--- config.mk ---
export PLATFORM = sky130hd
export DESIGN_NAME = step_seq_counter_flat
export DESIGN_NICKNAME = d
export VERILOG_FILES = /design/src/rtl/step_seq_counter_if.sv /design/src/rtl/step_seq_counter.sv /design/src/flat_wrapper.sv
export SDC_FILE = /design/constraint.sdc
export NUM_CORES = 1
export LEC_CHECK = 0
export CAP_MARGIN = 25
export CORE_MARGIN = 8
export CORE_UTILIZATION = 44
export CTS_CLUSTER_SIZE = 20
export DETAILED_ROUTE_END_ITERATION = 16
export PLACE_DENSITY = 0.76
export SKIP_CTS_REPAIR_TIMING = 1
export SLEW_MARGIN = 20
export SYNTH_ARGS = -nofsm -noshare
export SYNTH_HDL_FRONTEND = slang
export SYNTH_SLANG_ARGS = --single-unit
--- constraint.sdc ---
create_clock -name clk -period 2.56 [get_ports clk]
set_input_delay 0.768 -clock clk [delete_from_list [all_inputs] [get_ports clk]]
set_output_delay 0.768 -clock clk [all_outputs]
set_load 0.05 [all_outputs]
--- src/rtl/step_seq_counter_if.sv ---
// rtl/step_seq_counter_if.sv - control and status bundle for the strided lattice counter
interface step_seq_counter_if #(
    parameter int WIDTH = 4
);
    logic             en;
    logic             up;
    logic [1:0]       mode;
    logic             load;
    logic [WIDTH-1:0] load_val;
    logic [WIDTH-1:0] q;
    logic             dir;
    logic             tc;
    logic             load_err;

    modport master (
        output en, up, mode, load, load_val,
        input  q, dir, tc, load_err
    );

    modport slave (
        input  en, up, mode, load, load_val,
        output q, dir, tc, load_err
    );
endinterface

--- src/rtl/step_seq_counter.sv ---
// rtl/step_seq_counter.sv - bounded strided up/down counter with wrap/saturate/bounce; bounce gated by STEP_CNT_BOUNCE_EN
module step_seq_counter #(
    parameter int WIDTH = 4,
    parameter int START = 1,
    parameter int STEP  = 2,
    parameter int LAST  = 15
) (
    input  logic              clk,
    input  logic              rst,
    step_seq_counter_if.slave bus
);
    localparam int W1 = WIDTH + 1;
    localparam logic [WIDTH:0] START_X = W1'(START);
    localparam logic [WIDTH:0] STEP_X  = W1'(STEP);
    localparam logic [WIDTH:0] LAST_X  = W1'(LAST);
    localparam logic [WIDTH:0] MASK_X  = STEP_X - 1'b1;
    localparam logic [WIDTH:0] BELOW_LAST_X = LAST_X - STEP_X;
    localparam logic [WIDTH:0] ABOVE_START_X = START_X + STEP_X;
    localparam bit DEGEN = (START == LAST);

    logic [WIDTH-1:0] q_r;
    logic             dir_r;
    logic             tc_r;
    logic             load_err_r;

    logic [WIDTH:0] q_x;
    logic [WIDTH:0] up_val;
    logic [WIDTH:0] dn_val;
    logic [WIDTH:0] lv_x;
    logic [WIDTH:0] lv_off;
    logic           load_ok;
    logic           over;
    logic           under;
    logic           bounce_sel;
    logic           sat_sel;
    logic           eff_dir;

    // Extended-width arithmetic so the boundary test never sees a wrapped sum
    assign q_x    = {1'b0, q_r};
    assign up_val = q_x + STEP_X;
    assign dn_val = q_x - STEP_X;
    assign over   = (up_val > LAST_X);
    assign under  = (q_x < ABOVE_START_X) || (dn_val < START_X);

    // A load must land on the lattice: in range and aligned to the stride
    assign lv_x    = {1'b0, bus.load_val};
    assign lv_off  = lv_x - START_X;
    assign load_ok = (lv_x >= START_X) && (lv_x <= LAST_X) && ((lv_off & MASK_X) == '0);

`ifdef STEP_CNT_BOUNCE_EN
    assign bounce_sel = (bus.mode == 2'b10);
`else
    assign bounce_sel = 1'b0;
`endif
    assign sat_sel = (bus.mode == 2'b01);
    assign eff_dir = bounce_sel ? dir_r : bus.up;

    // Counter state: load beats count beats hold; terminal count marks boundary hits
    always_ff @(posedge clk or negedge rst) begin
        if (!rst) begin
            q_r        <= START_X[WIDTH-1:0];
            dir_r      <= 1'b1;
            tc_r       <= 1'b0;
            load_err_r <= 1'b0;
        end else if (bus.load) begin
            tc_r <= 1'b0;
            if (load_ok) begin
                q_r        <= bus.load_val;
                load_err_r <= 1'b0;
            end else begin
                load_err_r <= 1'b1;
            end
        end else if (bus.en) begin
            load_err_r <= 1'b0;
            if (!bounce_sel) begin
                dir_r <= bus.up;
            end
            if (DEGEN) begin
                tc_r <= 1'b1;
            end else if (eff_dir) begin
                if (!over) begin
                    q_r  <= up_val[WIDTH-1:0];
                    tc_r <= 1'b0;
                end else begin
                    tc_r <= 1'b1;
                    if (bounce_sel) begin
                        q_r   <= BELOW_LAST_X[WIDTH-1:0];
                        dir_r <= 1'b0;
                    end else if (!sat_sel) begin
                        q_r <= START_X[WIDTH-1:0];
                    end
                end
            end else begin
                if (!under) begin
                    q_r  <= dn_val[WIDTH-1:0];
                    tc_r <= 1'b0;
                end else begin
                    tc_r <= 1'b1;
                    if (bounce_sel) begin
                        q_r   <= ABOVE_START_X[WIDTH-1:0];
                        dir_r <= 1'b1;
                    end else if (!sat_sel) begin
                        q_r <= LAST_X[WIDTH-1:0];
                    end
                end
            end
        end else begin
            tc_r       <= 1'b0;
            load_err_r <= 1'b0;
        end
    end

    assign bus.q        = q_r;
    assign bus.dir      = dir_r;
    assign bus.tc       = tc_r;
    assign bus.load_err = load_err_r;
endmodule

--- src/flat_wrapper.sv ---
// flat-port wrapper written by rule: the top's interface ports become plain ports
module step_seq_counter_flat 
#(
    parameter int WIDTH = 4,
    parameter int START = 1,
    parameter int STEP  = 2,
    parameter int LAST  = 15
)
  (clk, rst, bus_en, bus_up, bus_mode, bus_load, bus_load_val, bus_q, bus_dir, bus_tc, bus_load_err);
  step_seq_counter_if #(.WIDTH(WIDTH)) bus_i ();
  input  logic clk;
  input  logic rst;
  input wire logic [$bits(bus_i.en)-1:0] bus_en;
  input wire logic [$bits(bus_i.up)-1:0] bus_up;
  input wire logic [$bits(bus_i.mode)-1:0] bus_mode;
  input wire logic [$bits(bus_i.load)-1:0] bus_load;
  input wire logic [$bits(bus_i.load_val)-1:0] bus_load_val;
  output wire logic [$bits(bus_i.q)-1:0] bus_q;
  output wire logic [$bits(bus_i.dir)-1:0] bus_dir;
  output wire logic [$bits(bus_i.tc)-1:0] bus_tc;
  output wire logic [$bits(bus_i.load_err)-1:0] bus_load_err;
  assign bus_i.en = bus_en;
  assign bus_i.up = bus_up;
  assign bus_i.mode = bus_mode;
  assign bus_i.load = bus_load;
  assign bus_i.load_val = bus_load_val;
  assign bus_q = bus_i.q;
  assign bus_dir = bus_i.dir;
  assign bus_tc = bus_i.tc;
  assign bus_load_err = bus_i.load_err;
  step_seq_counter #(.WIDTH(WIDTH), .START(START), .STEP(STEP), .LAST(LAST)) u_core (.clk(clk), .rst(rst), .bus(bus_i));
endmodule
After elaboration in Yosys (flattened, before gate mapping). Cells that the tools add are included.

$lt $le $gt $ge: 5. Mux-type cells: 15. Reductions and logical operators: 7. Add/subtract/negate cells: 3. Eq/ne operators: 4. Bitwise gates (word level): 1.

Operators with widths (number): $mux 4 (8); $ne 4x4->1 const B (2); $mux 1 (7); $add 4x2->5 const B (1); $gt 5x4->1 const B (1); $logic_not 5->1 (1); $lt 5x1->1 const B (1); $sub 4x2->5 const B (1); $ge 4x1->1 const B (1); $le 4x4->1 const B (1); $lt 4x2->1 const B (1); $reduce_and 4->1 (1); $eq 2x1->1 const B (1); $logic_and 1x1->1 (2); $ne 2x1->1 const B (1); $reduce_and 2->1 (1); $reduce_bool 2->1 (1); $logic_or 1x1->1 (1); $not 1->1 (1); $sub 1x1->1 const B (1).

Word-level logic and storage cells: 39. Register bits: 7.

Longest topological paths before layout. Gate-level depths: netlist of run 1.

Depth in word-level cells: 7. Gate-level depth with buffers: 7. Gate-level depth less buffers: 7.

Worst setup path before layout of run 1. No wires, ideal clock.

Path kind: reg-to-reg. Start point: register u_core.q_r[1], in the netlist u_core.bus.q[1]. End point: register u_core.q_r[1], in the netlist u_core.bus.q[1]. Data arrival time: 2515 ps. Path slack: -80 ps. Setup time: 125 ps. Cell stages (with the launch flop): 7. Clock period less this slack: 2640 ps. Path through: dfrtp_1 inv_1 ha_1 nor3b_1 or4_4 o311ai_4 mux2_4.

Longest elaborated chain between the ends: 7. Elaborated cells on any way between the ends: 14. Classes of those cells: add/sub (2); order compare (3); eq/ne (2); mux (5); reduce/logical (2).

RTL lines: from (decl) (line step_seq_counter.sv:21) `logic [WIDTH-1:0] q_r;`; from (signal assigned) (line step_seq_counter.sv:61) `q_r <= START_X[WIDTH-1:0];`; from (signal assigned) (line step_seq_counter.sv:68) `q_r <= bus.load_val;`; from (signal assigned) (line step_seq_counter.sv:82) `q_r <= up_val[WIDTH-1:0];`; $sub 4x2->5 (line step_seq_counter.sv:41) `assign dn_val = q_x - STEP_X;`; $lt 5x1->1 (line step_seq_counter.sv:43) `assign under = (q_x < ABOVE_START_X) || (dn_val < START_X);`; $logic_or 1x1->1 (line step_seq_counter.sv:43); $mux 4 (line step_seq_counter.sv:94) `if (!under) begin`; $mux 4 (line step_seq_counter.sv:80) `end else if (eff_dir) begin`; $mux 4 (line step_seq_counter.sv:73) `end else if (bus.en) begin`; $mux 4 (line step_seq_counter.sv:65) `end else if (bus.load) begin`.

Several ways; a longest one is shown, not always the timed one. The select of a mux whose other input is x is not followed. A chain may end at the register's enable or synchronous reset.

Worst setup path after layout of run 1.
Start point: register u_core.q_r[0], in the netlist u_core.bus.q[0]. End point: output bus_q[0].

RTL lines: to (decl) (line flat_wrapper.sv:18) `output wire logic [$bits(bus_i.q)-1:0] bus_q;`.

No word-level cell between the ends.

==> run summary, run 1 <==
status: complete, no violations
Top FF cell, synth: dfrtp_1
post-synthesis async set-or-reset flop share: 1.00
final hold violations: 0
Max Used Layer: met3
antenna cells: 0
Setup crit start: u_core.bus.q[0]
post-DP HPWL: 1.18 mm
Die X: 52.4 microns
Mapped Cells: 61
area share of xor/xnor cells in the synthesized design: 0.0150
YS warnings: 0
Max Transition Viols Final: 0
Sequential Area: 180 sq um
Setup crit start kind: register
antenna violations before repair: 0
synth top area cells: dfrtp_1 21%, dfstp_2 9.0%, ha_1 8.6%
Fmax: 409 MHz
cell depth of the worst hold path: 2
Post-DP Area: 796 sq um
core area: 0.00127 sq mm
Slew Limit Headroom: 0.666
routed vias: 536
synth cell count leaders: 7 x nand2_1, 6 x inv_1, 5 x dfrtp_1
Least-Margin Pin Slew: 0.499 ns
H-tree levels: 1
Avg Inst Size Synth: 9.56 sq um
largest family of logic cells by synthesized area: compound AO/OA/AOI/OAI gates
Total Routed Length: 1.47 mm
number of global-route vias before repair: 555
largest delay contributor family on the critical path: buffers and inverters
number of enable flip-flop cells after synthesis: 0
final core utilization: 0.649
Tcrit/Tclk final: 0.954
Initial Util: 0.460
ANT nets after route: 0
Final TNS setup: 0 ns
Synth area leader: dfrtp_1
Seq/Total Area, Yosys: 0.305
Hold Path End: u_core.bus.dir
crit-path max cell delay: 0.83 ns
hold path startpoint: u_core.bus.dir
first-pass GRT wire length: 2.40 mm
vias per cell: 5.36
Netlist cell types: 29
Setup WS pre-CTS: 0.00299 ns
Setup Crit Path Kind: register to output port
fraction of the mapped netlist area in adder cells: 0.0858
WP data arrival: 1.68 ns
final setup margin: 0.117 ns
CTS tree: built
IO buf count: 17
Worst EP required: 1.79 ns
CTS max path bufs: 2
routability cong.: 0.836
hold slack: 0.511 ns
root buffer cell: clkbuf_4
post-route cell area: 823 sq um
Worst-Skew Late Latency: 0.25 ns
CTS Buf Count: 3
Compound-Gate Fraction of Synth Area: 0.277
nets@finish: 101
syn_nets: 76
pin count of the biggest net entering global routing: 11
mux cell area share after synthesis: 0.0687
FF+latch count, synth: 7
Max IR drop VDD: 0.504 mV
Routed WL per cell: 14.7 microns
DR iter-0 viols: 6
multi-input logic area: 367 sq um
Crit Path Max Fanout: 5
DRC viols: 0
Hold Crit Class: register to register
drt first pass iters: 4
Reg2Reg Depth: 6
met2 wire len: 732 microns
slowest CP cell: clkdlybuf4s50_1
RSZ-0062 raised after global routing: false
Tmin final: 2.44 ns
Sink Count: 7
Synth top area share: 0.215
Post-Synthesis Cell Area: 583 sq um
Final setup viols: 0
overall global routing resource usage: 0.112
die height: 52.4 microns
most frequent cell after synthesis: nand2_1
CTS clock-pin slew for the worst setup and hold paths: 0.06 ns
R2R Path Start: u_core.bus.q[2]
Pleak: 0.362 nW
max-cap violations: 0
row cnt: 13
CP bufs+invs: 1
IO Count: 18
met3 wire length: 69 microns
PD cells: 831 mW/mm^2
WL met1: 662 microns
Area growth, synth to finish: 41.2%
die area: 0.00275 sq mm
remaining global-route overflow: 0
reg2reg end: u_core.bus.q[1]
crit end category: output port
Worst Clk Skew: 0.00601 ns
r2r setup slk: 0.27 ns
Synth Area in Simple Gates: 0.182
# fillers: 115
CP cell instances: clkdlybuf4s50_1
share of layout cells above drive strength 1: 0.282
==> layout make-up <==
class,instances,share of cell area
tap,15,0.0228
inverter,6,0.0274
clock inverter,1,0.00608
clock buffer,3,0.0274
sequential,7,0.219
timing repair buffer,22,0.252
multi-input combinational,46,0.445
==> placed cells by master, fill, tap and decap left out, types with 2 or more instances in the layout <==
cell type and count:
a21oi_1 2, ha_1 4, inv_1 6, buf_4 5
a211oi_1 3, dfrtp_2 2, nor2_1 4, clkbuf_4 3
clkdlybuf4s50_1 17, mux2_4 2, nand2_1 7, or2b_2 2
o21ai_0 4, dfrtp_1 3, a31oi_1 2, dfstp_2 2
a211oi_2 2
==> report_power, final <==
| group | switching, mW | leakage (nW) | total (mW) | internal (mW) |
|---|---|---|---|---|
| Sequential | 0.0385 | 0.0801 | 0.176 | 0.137 |
| Clock | 0.0419 | 0.0177 | 0.0990 | 0.0571 |
| Combinational | 0.238 | 0.264 | 0.409 | 0.171 |
| Total | 0.318 | 0.362 | 0.684 | 0.366 |
==> kinds of logic (layout without fill, tap and decap cells) <==
group | after synthesis | after routing
compound gates | 19 | 19
simple gates | 19 | 19
buf+inv | 8 | 32
flops | 7 | 7
fa+ha+maj | 4 | 4
mux | 3 | 3
xor+xnor | 1 | 1
==> sequential cells by signal (all words and copies together) (netlist names) <==
signal / flops
u_core.bus.dir: 1
u_core.bus.tc: 1
u_core.bus.q: 4
u_core.bus.load_err: 1
==> metal layers <==
metal  global-route usage  up-vias
li1                     -      271
met1                0.134      250
met2                0.192       15
met3               0.0170        0
met4               0.0517        0
met5                    0        -
==> worst max-delay path by stage <==
stage / depth (start not counted) / slack, ns / end
after global routing: 1 / 0.05 / bus_q[0]
after CTS: 1 / 0.11 / bus_q[0]
after detailed placement: 4 / 0.003 / u_core.bus.q[1]
after global placement: 4 / 0.03 / u_core.bus.q[1]
final: 1 / 0.12 / bus_q[0]
after floorplan: 6 / 0.14 / u_core.bus.q[1]
==> metrics by stage <==
stage | instances | power [mW]
finish | 100 | 0.684
CTS | 100 | 0.684
floorplan | 61 | 0.473
global route | 100 | 0.736
detailed placement | 96 | 0.584
global placement | 96 | 0.577
No activity file was read; power rests on OpenSTA's default activity.
==> run 2: changes to the inputs <==
--- a/config.mk
+++ b/config.mk
@@ -5,7 +5,7 @@
 export SDC_FILE = /design/constraint.sdc
 export NUM_CORES = 1
 export LEC_CHECK = 0
-export CAP_MARGIN = 25
+export CAP_MARGIN = 20
 export CORE_MARGIN = 8
 export CORE_UTILIZATION = 44
 export CTS_CLUSTER_SIZE = 20
==> results of run 2 <==
The final DEF is identical to that of run 1; final timing and power are the same.
